## src/rtl/time_msr_timer.sv

```systemverilog
// Programmable time base / stopwatch: prescaler plus tick counter with run control,
// lap capture, compare alarm (free-run or one-shot) and sticky overflow.
module time_msr_timer #(
  parameter int unsigned CLK_PER_TICK = 5000,
  parameter int unsigned PRE_W        = 16,
  parameter int unsigned CNT_W        = 16
) (
  input  logic             clk,
  input  logic             rst,
  input  logic             start,
  input  logic             stop,
  input  logic             clear,
  input  logic             lap,
  input  logic             one_shot,
  input  logic [CNT_W-1:0] cmp_val,
  output logic             running,
  output logic             tick,
  output logic [CNT_W-1:0] cnt,
  output logic [CNT_W-1:0] lap_val,
  output logic             lap_valid,
  output logic             alarm,
  output logic             done,
  output logic             ovf
);

  typedef enum logic [1:0] {IDLE, RUN, DONE} state_e;

  localparam logic [PRE_W-1:0] PRE_LAST = PRE_W'(CLK_PER_TICK - 1);

  state_e           state_q, state_d;
  logic [PRE_W-1:0] pre_q, pre_d;
  logic [CNT_W-1:0] cnt_q, cnt_d;
  logic [CNT_W-1:0] lap_val_q, lap_val_d;
  logic             ovf_q, ovf_d;
  logic             lap_valid_q, lap_valid_d;
  logic             alarm_q, alarm_d;
  logic             pre_tc;
  logic [CNT_W-1:0] cnt_inc;
  logic             advance;

  assign pre_tc  = (pre_q == PRE_LAST);
  assign cnt_inc = cnt_q + CNT_W'(1);
  assign advance = (state_q == RUN) && !stop && !clear;

  always_ff @(posedge clk or negedge rst) begin
    if (!rst) begin
      state_q     <= IDLE;
      pre_q       <= '0;
      cnt_q       <= '0;
      lap_val_q   <= '0;
      ovf_q       <= 1'b0;
      lap_valid_q <= 1'b0;
      alarm_q     <= 1'b0;
    end else begin
      state_q     <= state_d;
      pre_q       <= pre_d;
      cnt_q       <= cnt_d;
      lap_val_q   <= lap_val_d;
      ovf_q       <= ovf_d;
      lap_valid_q <= lap_valid_d;
      alarm_q     <= alarm_d;
    end
  end

  // Control precedence: clear > stop > start; DONE ignores start/stop.
  always_comb begin
    state_d = state_q;
    if (clear) begin
      state_d = IDLE;
    end else begin
      unique case (state_q)
        IDLE: if (start && !stop) state_d = RUN;
        RUN: begin
          if (stop) state_d = IDLE;
          else if (pre_tc && one_shot && (cnt_inc == cmp_val)) state_d = DONE;
        end
        DONE:    state_d = DONE;
        default: state_d = IDLE;
      endcase
    end
  end

  // Lap samples cnt before any same-edge increment or clear.
  always_comb begin
    pre_d       = pre_q;
    cnt_d       = cnt_q;
    ovf_d       = ovf_q;
    alarm_d     = 1'b0;
    lap_valid_d = lap;
    lap_val_d   = lap ? cnt_q : lap_val_q;
    if (clear) begin
      pre_d = '0;
      cnt_d = '0;
      ovf_d = 1'b0;
    end else if (advance) begin
      if (pre_tc) begin
        pre_d   = '0;
        cnt_d   = cnt_inc;
        ovf_d   = ovf_q | (&cnt_q);
        alarm_d = (cnt_inc == cmp_val);
      end else begin
        pre_d = pre_q + PRE_W'(1);
      end
    end
  end

  always_comb begin
    running   = (state_q == RUN);
    done      = (state_q == DONE);
    tick      = (state_q == RUN) && pre_tc;
    cnt       = cnt_q;
    lap_val   = lap_val_q;
    lap_valid = lap_valid_q;
    alarm     = alarm_q;
    ovf       = ovf_q;
  end

endmodule

```

## config.mk

```make
export PLATFORM = sky130hd
export DESIGN_NAME = time_msr_timer
export DESIGN_NICKNAME = d
export VERILOG_FILES = /design/src/rtl/time_msr_timer.sv
export SDC_FILE = /design/constraint.sdc
export NUM_CORES = 1
export LEC_CHECK = 0
export CAP_MARGIN = 40
export CORE_AREA = 4 4 81 83
export CTS_CLUSTER_DIAMETER = 120
export CTS_CLUSTER_SIZE = 30
export DETAILED_ROUTE_END_ITERATION = 16
export DIE_AREA = 0 0 85 87
export GPL_TIMING_DRIVEN = 0
export PLACE_DENSITY = 0.78
export SYNTH_ARGS = -nofsm -noshare
export SYNTH_HDL_FRONTEND = slang
export SYNTH_SLANG_ARGS = --single-unit
```

## constraint.sdc

```tcl
create_clock -name clk -period 3.49 [get_ports clk]
set_input_delay 0.698 -clock clk [delete_from_list [all_inputs] [get_ports clk]]
set_output_delay 0.698 -clock clk [all_outputs]
set_load 0.01 [all_outputs]
```

# Word level (Yosys, flattened, before mapping)
# Cells that the tools add are included.
# word_totals
ff_bits,53
in_bits,23
# op_classes
add_sub_neg,2
n_eq_ne,6
muxes,17
bitwise_logic,1
reduce_logical,14
# op_table
cell,n
$mux W16,6
$add A16 B1 Y16 const B,2
$eq A16 B13 Y1 const B,1
$eq A16 B16 Y1,1
$reduce_and A16 Y1,1
$mux W2,4
$logic_and A1 B1 Y1,6
$mux W1,6
$pmux W2 S3,1
$ne A4 B3 Y1 const B,1
$reduce_and A2 Y1,2
$reduce_bool A2 Y1,2
$ne A3 B3 Y1 const B,1
$eq A2 B1 Y1 const B,1
$eq A2 B2 Y1 const B,1
$logic_not A1 Y1,2
$logic_not A2 Y1,1
$or A1 B1 Y1,1

# Depth between registers and ports, before layout
# Gate-level depths: netlist of the first run.
# logic_depth
depth_word,7
ltp_mapped,7
ltp_nobuf,7

# Worst setup path after synthesis of the first run
# No wires, ideal clock.
# synth_timing
kind,reg-to-reg
startpoint,"register cnt_q[0], in the netlist cnt[0]"
endpoint,register state_q[1]
setup_time_ns,0.066
t_arrival_ns,2.494
required_time_ns,3.424
slack_ns,0.930
path_stages_with_launch,8
synth_period_minus_slack_ns,2.560
path_cell_list,dfrtp_1 -> ha_1 -> nand3_1 -> or4_1 -> xnor2_1 -> or4_4 -> nor4b_2 -> a22o_1
# synth_between
elab_chain_len,5
# synth_rtl
element,line_no,text
"start, declared",32,"logic [CNT_W-1:0] cnt_q, cnt_d;"
"start signal, assigned",57,cnt_q <= cnt_d;
$add A16 B1 Y16,42,assign cnt_inc = cnt_q + CNT_W'(1);
$eq A16 B16 Y1,75,else if (pre_tc && one_shot && (cnt_inc == cmp_val)) state_d = DONE;
$logic_and A1 B1 Y1,75,
$ne A4 B3 Y1 (no line),n/a,
$reduce_and A2 Y1 (no line),n/a,
"end signal, assigned",55,state_q <= state_d;
"end, declared",30,"state_e state_q, state_d;"
# Every way passes these cells.
# A chain may end at the register's enable or synchronous reset.

# Worst setup path in the final report of the first run
# layout_timing
startpoint,register pre_q[13]
endpoint,output tick
# layout_between
elab_chain_len,2
# layout_rtl
element,line_no,text
"start, declared",31,"logic [PRE_W-1:0] pre_q, pre_d;"
"start signal, assigned",56,pre_q <= pre_d;
$eq A16 B13 Y1,41,assign pre_tc = (pre_q == PRE_LAST);
$logic_and A1 B1 Y1,110,tick = (state_q == RUN) && pre_tc;
"end, declared",17,"output logic tick,"
# Every way passes these cells.

==> impl_summary.txt, run 1 <==
----------------------------------------------------
[Setup path]
  Worst setup EP type ... primary output
  Category of the critical setup timing path ... flop to primary output
  CP Data Arrival Time ... approximately 2.6 ns
  Critical path peak fanout ... 4
  Required arrival time at the worst endpoint ... ~2.8 ns
  Launching element type of the critical path ... flop

[Timing]
  Slew HR ... a little under three fifths
  Setup repair after global routing missed its margin ... false
  Final setup TNS ... 0 ns
  Fin crit period ... 3.28 ns
  Setup Viol. Count Final ... 0
  Hold violation total from the final report ... 0
  Final cycle utilization of the critical path ... a little over nine tenths
  Final Slew Violations ... 0
  Highest clock frequency the design can meet ... slightly above 300 MHz
  Worst Max-Slew Pin Slew ... between 0.6 and 0.7 ns
  Post-route clock skew ... between 0.006 and 0.007 ns

[Pwr]
  Post-layout total power ... between 1 and 1.5 mW
  Max IR drop VDD ... roughly 0.23 mV
  Total power per unit cell area ... a little over 300 nW/µm²
  Leakage ... around 1.6 nW

[Detailed routing]
  Antenna viol nets, final ... 0
  Initial DRT Pass Iterations ... 4
  DR vias ... 2,392
  Post-detailed-routing wire length ... 6.86 mm
  Wire length per cell after detailed routing ... between 15 and 20 µm
  Count of unresolved DRC violations after routing ... 0
  Average vias per placed instance ... between 5 and 6
  DR iter-0 viols ... 146

[Floorplan]
  Row cnt ... 28
  Die area ... roughly 7400 µm²
  Die Ht ... 87 µm
  Starting density of the core ... 50.0%
  Ports ... a little over 60
  Die width ... between 80 and 90 µm
  Area of the core ... 5850 µm²

[Synthesis]
  Number of flops mapped to enable cells by yosys ... 0
  Count of yosys warnings during synthesis ... 0
  Number of different library cells in the post-synthesis netlist ... 45
  Mean area per synthesized cell ... 9.98 µm²
  Synth Net Count ... between 300 and 400
  Post-synthesis sequential area ratio ... 45.3%
  Post-Syn Area ... between 2000 and 3000 µm²
  Fraction of registers with async set/reset ... 100%
  Most frequently used flop master after synthesis ... dfrtp_1
  Yosys reg bits ... 53
  Synthesized instance count ... roughly 290

[Flow run]
  Number of max-capacitance violations reported ... 0

[Clock network]
  Hold buffer count at CTS ... 0
  TritonCTS Sinks ... 53
  Num CTS Buffers ... 5
  TritonCTS clock tree ... built
  Cells resized by post-CTS repair ... 0
  Post-CTS setup-driven buffer insertion count ... 0
  Number of levels the H-tree was split into ... 2
  Clock transition at the register clock pins on the worst setup and hold paths after CTS ... 0.10 ns
  Root buffer cell ... clkbuf_8
  Clock latency of the later-clocked register in the worst-skew pair ... 0.30 ns
  Number of buffers between clock root and the deepest sink ... 2

[Layout]
  Layout fillers ... ~480
  Number of nets at the end of the flow ... slightly below 400
  Number of diodes ... 0
  Share of layout cells above drive strength 1 ... 12.4%
  Area growth from synthesis to layout ... 28.4%
  Util after Layout ... between 60% and 70%

[GRT]
  Vias in the first global route ... around 2,500
  Global-route congestion overflow total ... 0
  Largest net degree at the start of global routing ... 38
  Tot GR Track Use ... about a fifth
  First-pass GRT wire length ... 11.7 mm
  Initial antenna violation count ... 0

[Placement]
  Quantity of I/O buffers inserted on ports ... 60
  Placer Congestion ... between 0.8 and 0.9
  Post-DP HPWL ... 5.12 mm

[Run status]
  Status ... completed

[Hold path]
  Worst Hold Class ... primary input to asynchronous set/reset pin

----------------------------------------------------
critical path, cell delays in order, from the launching register on:
cell and delay [ns]:
dfrtp_1 0.43, or4_1 0.60, nor4_1 0.52, and2_1 0.20
clkdlybuf4s50_1 0.53
cells in the final DEF (no fill, tap or decap), drive strengths merged, types with 2 or more instances in the layout:
cell,Yosys,layout
clkdlybuf4s50,0,59
or3,4,4
nand3,12,12
nor2,48,48
a211oi,2,2
nor2b,3,3
ha,2,2
o21ai,6,6
nor4b,4,4
inv,2,2
mux2,16,16
nand2,25,25
a21oi,3,3
xor2,21,21
and3,5,5
clkbuf,5,11
buf,7,9
xnor2,28,28
and2,2,2
nor4,10,10
a31oi,2,2
nor3,4,4
dfrtp,53,53
or4,4,4
nand2b,3,3
nand4,9,9
synth_stat cells, drive strengths merged (6+ instances only):
library cell,count,area (µm²)
nand3,12,60.1
nand4,9,86.3
nor2,48,180
xnor2,28,245
nor4,10,83.8
o21ai,6,30.0
dfrtp,53,1330
mux2,16,180
nand2,25,96.4
xor2,21,184
buf,7,35.0
cells by family after synthesis:
logic type	share of synthesized area (%)
AOI/OAI and AO/OA	4.88
adders and majority gates	0.855
and+or+nand+nor	26.0
buffers and inverters	2.10
muxes	6.16
xor gates and xnor gates	14.7
DFF	45.3
through the flow:
stage	setup WS, ns	cells	area (µm²)	hold WS, ns
final	0.207	437	3750	0.312
after global routing	0.0971	437	3750	0.337
after CTS	0.220	437	3750	0.323
after detailed placement	0.515	429	3630	0.495
after global placement	0.126	428	3620	0.481
after floorplan	0.930	293	2930	0.402
cell type report:
cell class	count	area, µm²	area share, %
inverter	2	7.51	0.200
multi-input combinational	226	1540	41.0
clock inverter	2	37.5	1.00
sequential	53	1330	35.3
timing repair buffer	61	616	16.4
tap	75	93.8	2.50
clock buffer	6	82.6	2.20
buffer	12	53.8	1.43
registers in the layout, summed over array words and instances (netlist names):
name and flops:
cnt 16, lap_val 16, state_q 2, ovf 1, alarm 1, pre_q 16, lap_valid 1
final timing paths:
path                              from          end  slack (ns)  depth (start not counted)
min in group clk           lap_val[15]  lap_val[15]        0.51                          1
max reg2reg                     cnt[0]   state_q[1]        0.53                          7
max in group asynchronous          rst       cnt[6]        2.65                          2
min                                rst   state_q[1]        0.31                          1
min reg2reg                lap_val[15]  lap_val[15]        0.51                          1
max                          pre_q[13]         tick        0.21                          4
where the power goes:
part / switching, mW / internal (mW) / total [mW] / leakage (nW)
clock network: 0.203 / 0.233 / 0.437 / 0.0574
registers: 0.00112 / 0.615 / 0.617 / 0.738
logic: 0.0456 / 0.0434 / 0.0890 / 0.777
total: 0.250 / 0.892 / 1.14 / 1.57
per-layer routing:
layer | GRT usage, % | routed length, µm
met4 | 6.91 | 142
met5 | 0 | 0
met1 | 26.6 | 3030
met2 | 30.6 | 3240
met3 | 3.60 | 440
No activity file was read; power rests on OpenSTA's default activity.
==> inputs of run 2 (changes only) <==
Settings changed: ABC_AREA set to 1, CORE_AREA 4 4 81 83 to 4 4 83 85, DIE_AREA 0 0 85 87 to 0 0 87 89, HOLD_SLACK_MARGIN set to 0.03, PLACE_DENSITY 0.78 to 0.79.
==> run 2 against run 1 <==
Critical path depth up 2. Register-to-register slack better by 0.84 ns. Count of clock-buffer cells in the layout shrank 1. Worst setup slack gained 0.49 ns. Sequential cell count did not move. Non-clock buffer count decreased by 6. Worst hold slack better by 0.016 ns. Global-route usage rose by 3.0 points. Clock skew rose by 0.0027 ns. Clock power down 6.4%. Cell count is 23% higher. Highest routed layer unchanged. Maximum frequency rose by 18%.
==> impl_summary.txt, run 2 <==
----------------------------------------------------
[Run status]
  Status ... completed (unchanged)

[Timing]
  Hold violation total from the final report ... 0 (unchanged)
  Final cycle utilization of the critical path ... 80.0% (was 94.1%)
  Post-route clock skew ... 0.00901 ns (was 0.00631 ns)
  Slew HR ... 67.9% (was 55.6%)
  Final Slew Violations ... 0 (unchanged)
  Setup repair after global routing missed its margin ... false (unchanged)
  Setup Viol. Count Final ... 0 (unchanged)
  Fin crit period ... 2.79 ns (was 3.28 ns)
  Worst Max-Slew Pin Slew ... 0.480 ns (was 0.666 ns)
  Highest clock frequency the design can meet ... 358 MHz (was 305 MHz)
  Final setup TNS ... 0 ns (unchanged)

[GRT]
  Largest net degree at the start of global routing ... 36 (was 38)
  First-pass GRT wire length ... 13.6 mm (was 11.7 mm)
  Tot GR Track Use ... 22.3% (was 19.3%)
  Initial antenna violation count ... 0 (unchanged)
  Global-route congestion overflow total ... 0 (unchanged)
  Vias in the first global route ... 2,876 (was 2,462)

[Clock network]
  Number of levels the H-tree was split into ... 2 (unchanged)
  Clock transition at the register clock pins on the worst setup and hold paths after CTS ... 0.09 ns (was 0.10 ns)
  Num CTS Buffers ... 5 (unchanged)
  Clock latency of the later-clocked register in the worst-skew pair ... 0.31 ns (was 0.30 ns)
  TritonCTS clock tree ... built (unchanged)
  Root buffer cell ... clkbuf_8 (unchanged)
  Cells resized by post-CTS repair ... 0 (unchanged)
  Number of buffers between clock root and the deepest sink ... 2 (unchanged)
  TritonCTS Sinks ... 53 (unchanged)
  Post-CTS setup-driven buffer insertion count ... 0 (unchanged)
  Hold buffer count at CTS ... 0 (unchanged)

[Synthesis]
  Synthesized instance count ... 392 (was 293)
  Most frequently used flop master after synthesis ... dfrtp_1 (unchanged)
  Dominant cell by count in the synthesized netlist ... nand2_1 (was dfrtp_1)
  Count of yosys warnings during synthesis ... 0 (unchanged)
  Post-synthesis cell type with the largest combined area ... dfrtp_1 (unchanged)
  Mean area per synthesized cell ... 8.01 µm² (was 9.98 µm²)
  Number of flops mapped to enable cells by yosys ... 0 (unchanged)
  Post-Syn Area ... 3140 µm² (was 2930 µm²)
  Fraction of registers with async set/reset ... 100% (unchanged)
  Number of different library cells in the post-synthesis netlist ... 42 (was 45)
  Yosys reg bits ... 53 (unchanged)
  Biggest area contributors in the synthesized netlist ... dfrtp_1 (42%), nand2_1 (9.2%), nor2_1 (5.0%), a21oi_1 (4.8%), inv_1 (4.8%) (was dfrtp_1 (45%), xnor2_1 (8.4%), xor2_1 (6.3%), mux2_2 (6.2%), nor2_1 (6.2%))
  Post-synth top cells ... nand2_1 (77), dfrtp_1 (53), nor2_1 (42), inv_1 (40), a21oi_1 (30) (was dfrtp_1 (53), nor2_1 (48), xnor2_1 (28), nand2_1 (24), xor2_1 (21))
  Post-synthesis sequential area ratio ... 42.2% (was 45.3%)
  Yosys top cell area share ... 42.2% (was 45.3%)
  Synth Net Count ... 417 (was 318)

[Detailed routing]
  Wire length per cell after detailed routing ... 15.3 µm (was 15.7 µm)
  DR vias ... 2,967 (was 2,392)
  Initial DRT Pass Iterations ... 5 (was 4)
  Average vias per placed instance ... 5.53 (was 5.47)
  DR iter-0 viols ... 182 (was 146)
  Count of unresolved DRC violations after routing ... 0 (unchanged)
  Antenna viol nets, final ... 0 (unchanged)
  Post-detailed-routing wire length ... 8.21 mm (was 6.86 mm)

[Layout]
  Number of diodes ... 0 (unchanged)
  Layout fillers ... 533 (was 477)
  Highest-count cells in the layout ignoring fill and taps ... nand2_1 (77), clkdlybuf4s50_1 (59), dfrtp_1 (53) (was clkdlybuf4s50_1 (59), dfrtp_1 (53), nor2_1 (48))
  Share of layout cells above drive strength 1 ... 13.0% (was 12.4%)
  Finished Cell Area ... 3960 µm² (was 3750 µm²)
  Leading cell type in the layout, fill and taps excluded ... nand2_1 (was clkdlybuf4s50_1)
  Multi-input combinational cell area ... 1600 µm² (was 1540 µm²)
  Area growth from synthesis to layout ... 26.0% (was 28.4%)
  Number of nets at the end of the flow ... 485 (was 386)
  Area used by sequential logic in the layout ... 1330 µm² (unchanged)

[Setup path]
  Worst setup EP type ... primary output (unchanged)
  Category of the critical setup timing path ... flop to primary output (unchanged)
  Slowest Stage Delay on Critical Path ... 0.59 ns (was 0.60 ns)
  WP buf/inv ... 1 (unchanged)
  CP Cell Sequence ... ha_1 > nand2_1 > nor2_1 > nand4_1 > nor3_1 > clkdlybuf4s50_1 (was or4_1 > nor4_1 > and2_1 > clkdlybuf4s50_1)
  CP Data Arrival Time ... 2.09 ns (was 2.59 ns)
  Required arrival time at the worst endpoint ... 2.79 ns (about the same)
  CP max-delay cell ... clkdlybuf4s50_1 (was or4_1)
  Critical path peak fanout ... 4 (unchanged)
  Gate family responsible for the most delay along the worst path ... simple AND/OR/NAND/NOR gates (unchanged)
  Launching element type of the critical path ... flop (unchanged)

[Floorplan]
  Area of the core ... 6200 µm² (was 5850 µm²)
  Die Ht ... 89 µm (was 87 µm)
  Starting density of the core ... 50.6% (was 50.0%)
  Die width ... 87 µm (was 85 µm)
  Ports ... 61 (unchanged)
  Row cnt ... 29 (was 28)
  Die area ... 7740 µm² (was 7400 µm²)

[Pwr]
  Clock power frac ... 33.5% (was 38.2%)
  Power share of the combinational group ... 13.6% (was 7.8%)
  Total power per unit cell area ... 309 nW/µm² (was 304 nW/µm²)
  Reported net switching power ... 0.301 mW (was 0.250 mW)
  Leakage ... 1.73 nW (was 1.57 nW)
  Relative contribution of sequential cells to total power ... 52.8% (was 54.0%)
  Max IR drop VDD ... 0.195 mV (was 0.226 mV)
  Internal Pwr Total ... 0.920 mW (was 0.892 mW)
  Sw Ratio ... 24.6% (was 21.9%)

[Placement]
  Total cell area at the placement stage ... 3850 µm² (was 3630 µm²)
  Placer Congestion ... 0.891 (was 0.822)
  Post-DP HPWL ... 6.47 mm (was 5.12 mm)
  Quantity of I/O buffers inserted on ports ... 60 (unchanged)

[Hold path]
  Worst Hold Class ... primary input to asynchronous set/reset pin (unchanged)

[Flow run]
  Number of max-capacitance violations reported ... 0 (unchanged)

----------------------------------------------------
run 2: cell types whose count changed in the layout (fill, tap and decap cells not counted), sizes merged, moves of 5 or more:
cell / delta
a21oi: +27
inv: +44
mux2: -14
nand2: +64
nand3: +21
nor2: +8
nor3: +11
nor4: -5
o21ai: +8
o22ai: +7
xnor2: -26
xor2: -14
run 2: area by class of cell:
type	count	share of cell area (%)
multi-input combinational	285	40.5
sequential	53	33.5
inverter	48	4.55
clock inverter	2	0.886
timing repair buffer	61	15.6
buffer	6	0.822
clock buffer	5	1.74
tap	77	2.44
run 2: routing by layer:
| layer | GRT usage (%) | wire length [µm] |
|---|---|---|
| met4 | 5.81 | 131 |
| met1 | 30.1 | 3470 |
| met3 | 3.59 | 602 |
| met5 | 0 | 0 |
| met2 | 37.4 | 4000 |
run 2: final timing paths:
path                            cells after the start  startpoint         end  slack (ns)
worst max-delay path                                6    pre_q[1]        tick        0.70
worst min-delay path                                1         rst    pre_q[7]        0.33
worst max register to register                     12      cnt[1]  state_q[0]        1.37
worst min register to register                      1  lap_val[2]  lap_val[2]        0.51
max in group asynchronous                           2         rst     cnt[13]        2.62
min in group clk                                    1  lap_val[2]  lap_val[2]        0.51
run 2: through the flow:
| stage | total power [mW] | setup WS, ns | util (%) | hold WS (ns) | std cells |
|---|---|---|---|---|---|
| final | 1.22 | 0.698 | 63.8 | 0.328 | 537 |
| after global placement | 0.818 | 0.123 | 61.8 | 0.489 | 529 |
| after CTS | 1.23 | 0.691 | 63.8 | 0.341 | 537 |
| after floorplan | 0.732 | 1.67 | - | 0.402 | 392 |
| after detailed placement | 0.825 | 0.952 | 62.1 | 0.501 | 530 |
| after global routing | 1.27 | 0.505 | 63.8 | 0.355 | 537 |
run 2: logic make-up (layout without fill, tap and decap cells):
logic type | Yosys count | count (layout) | synth area share [%]
buffers and inverters | 54 | 122 | 6.77
DFF | 53 | 53 | 42.2
AOI/OAI and AO/OA | 57 | 57 | 10.4
and+or+nand+nor | 213 | 213 | 35.0
adders and majority gates | 2 | 2 | 0.797
muxes | 2 | 2 | 0.717
xor gates and xnor gates | 11 | 11 | 4.06
run 2: worst reg2reg max path, delay by kind of cell (launching register included):
family	cells	cell delay, ns
adders and majority gates	1	0.27
AOI/OAI and AO/OA	1	0.07
DFF	1	0.49
and+or+nand+nor	10	1.20
run 2: power groups by stage:
| stage | Combinational [mW] | Sequential, mW | Clock, mW |
|---|---|---|---|
| detailed placement | 0.167 | 0.657 | 0 |
| global route | 0.184 | 0.649 | 0.438 |
| finish | 0.167 | 0.645 | 0.409 |
| floorplan | 0.0696 | 0.663 | 0 |
| CTS | 0.168 | 0.645 | 0.419 |
| global placement | 0.161 | 0.657 | 0 |
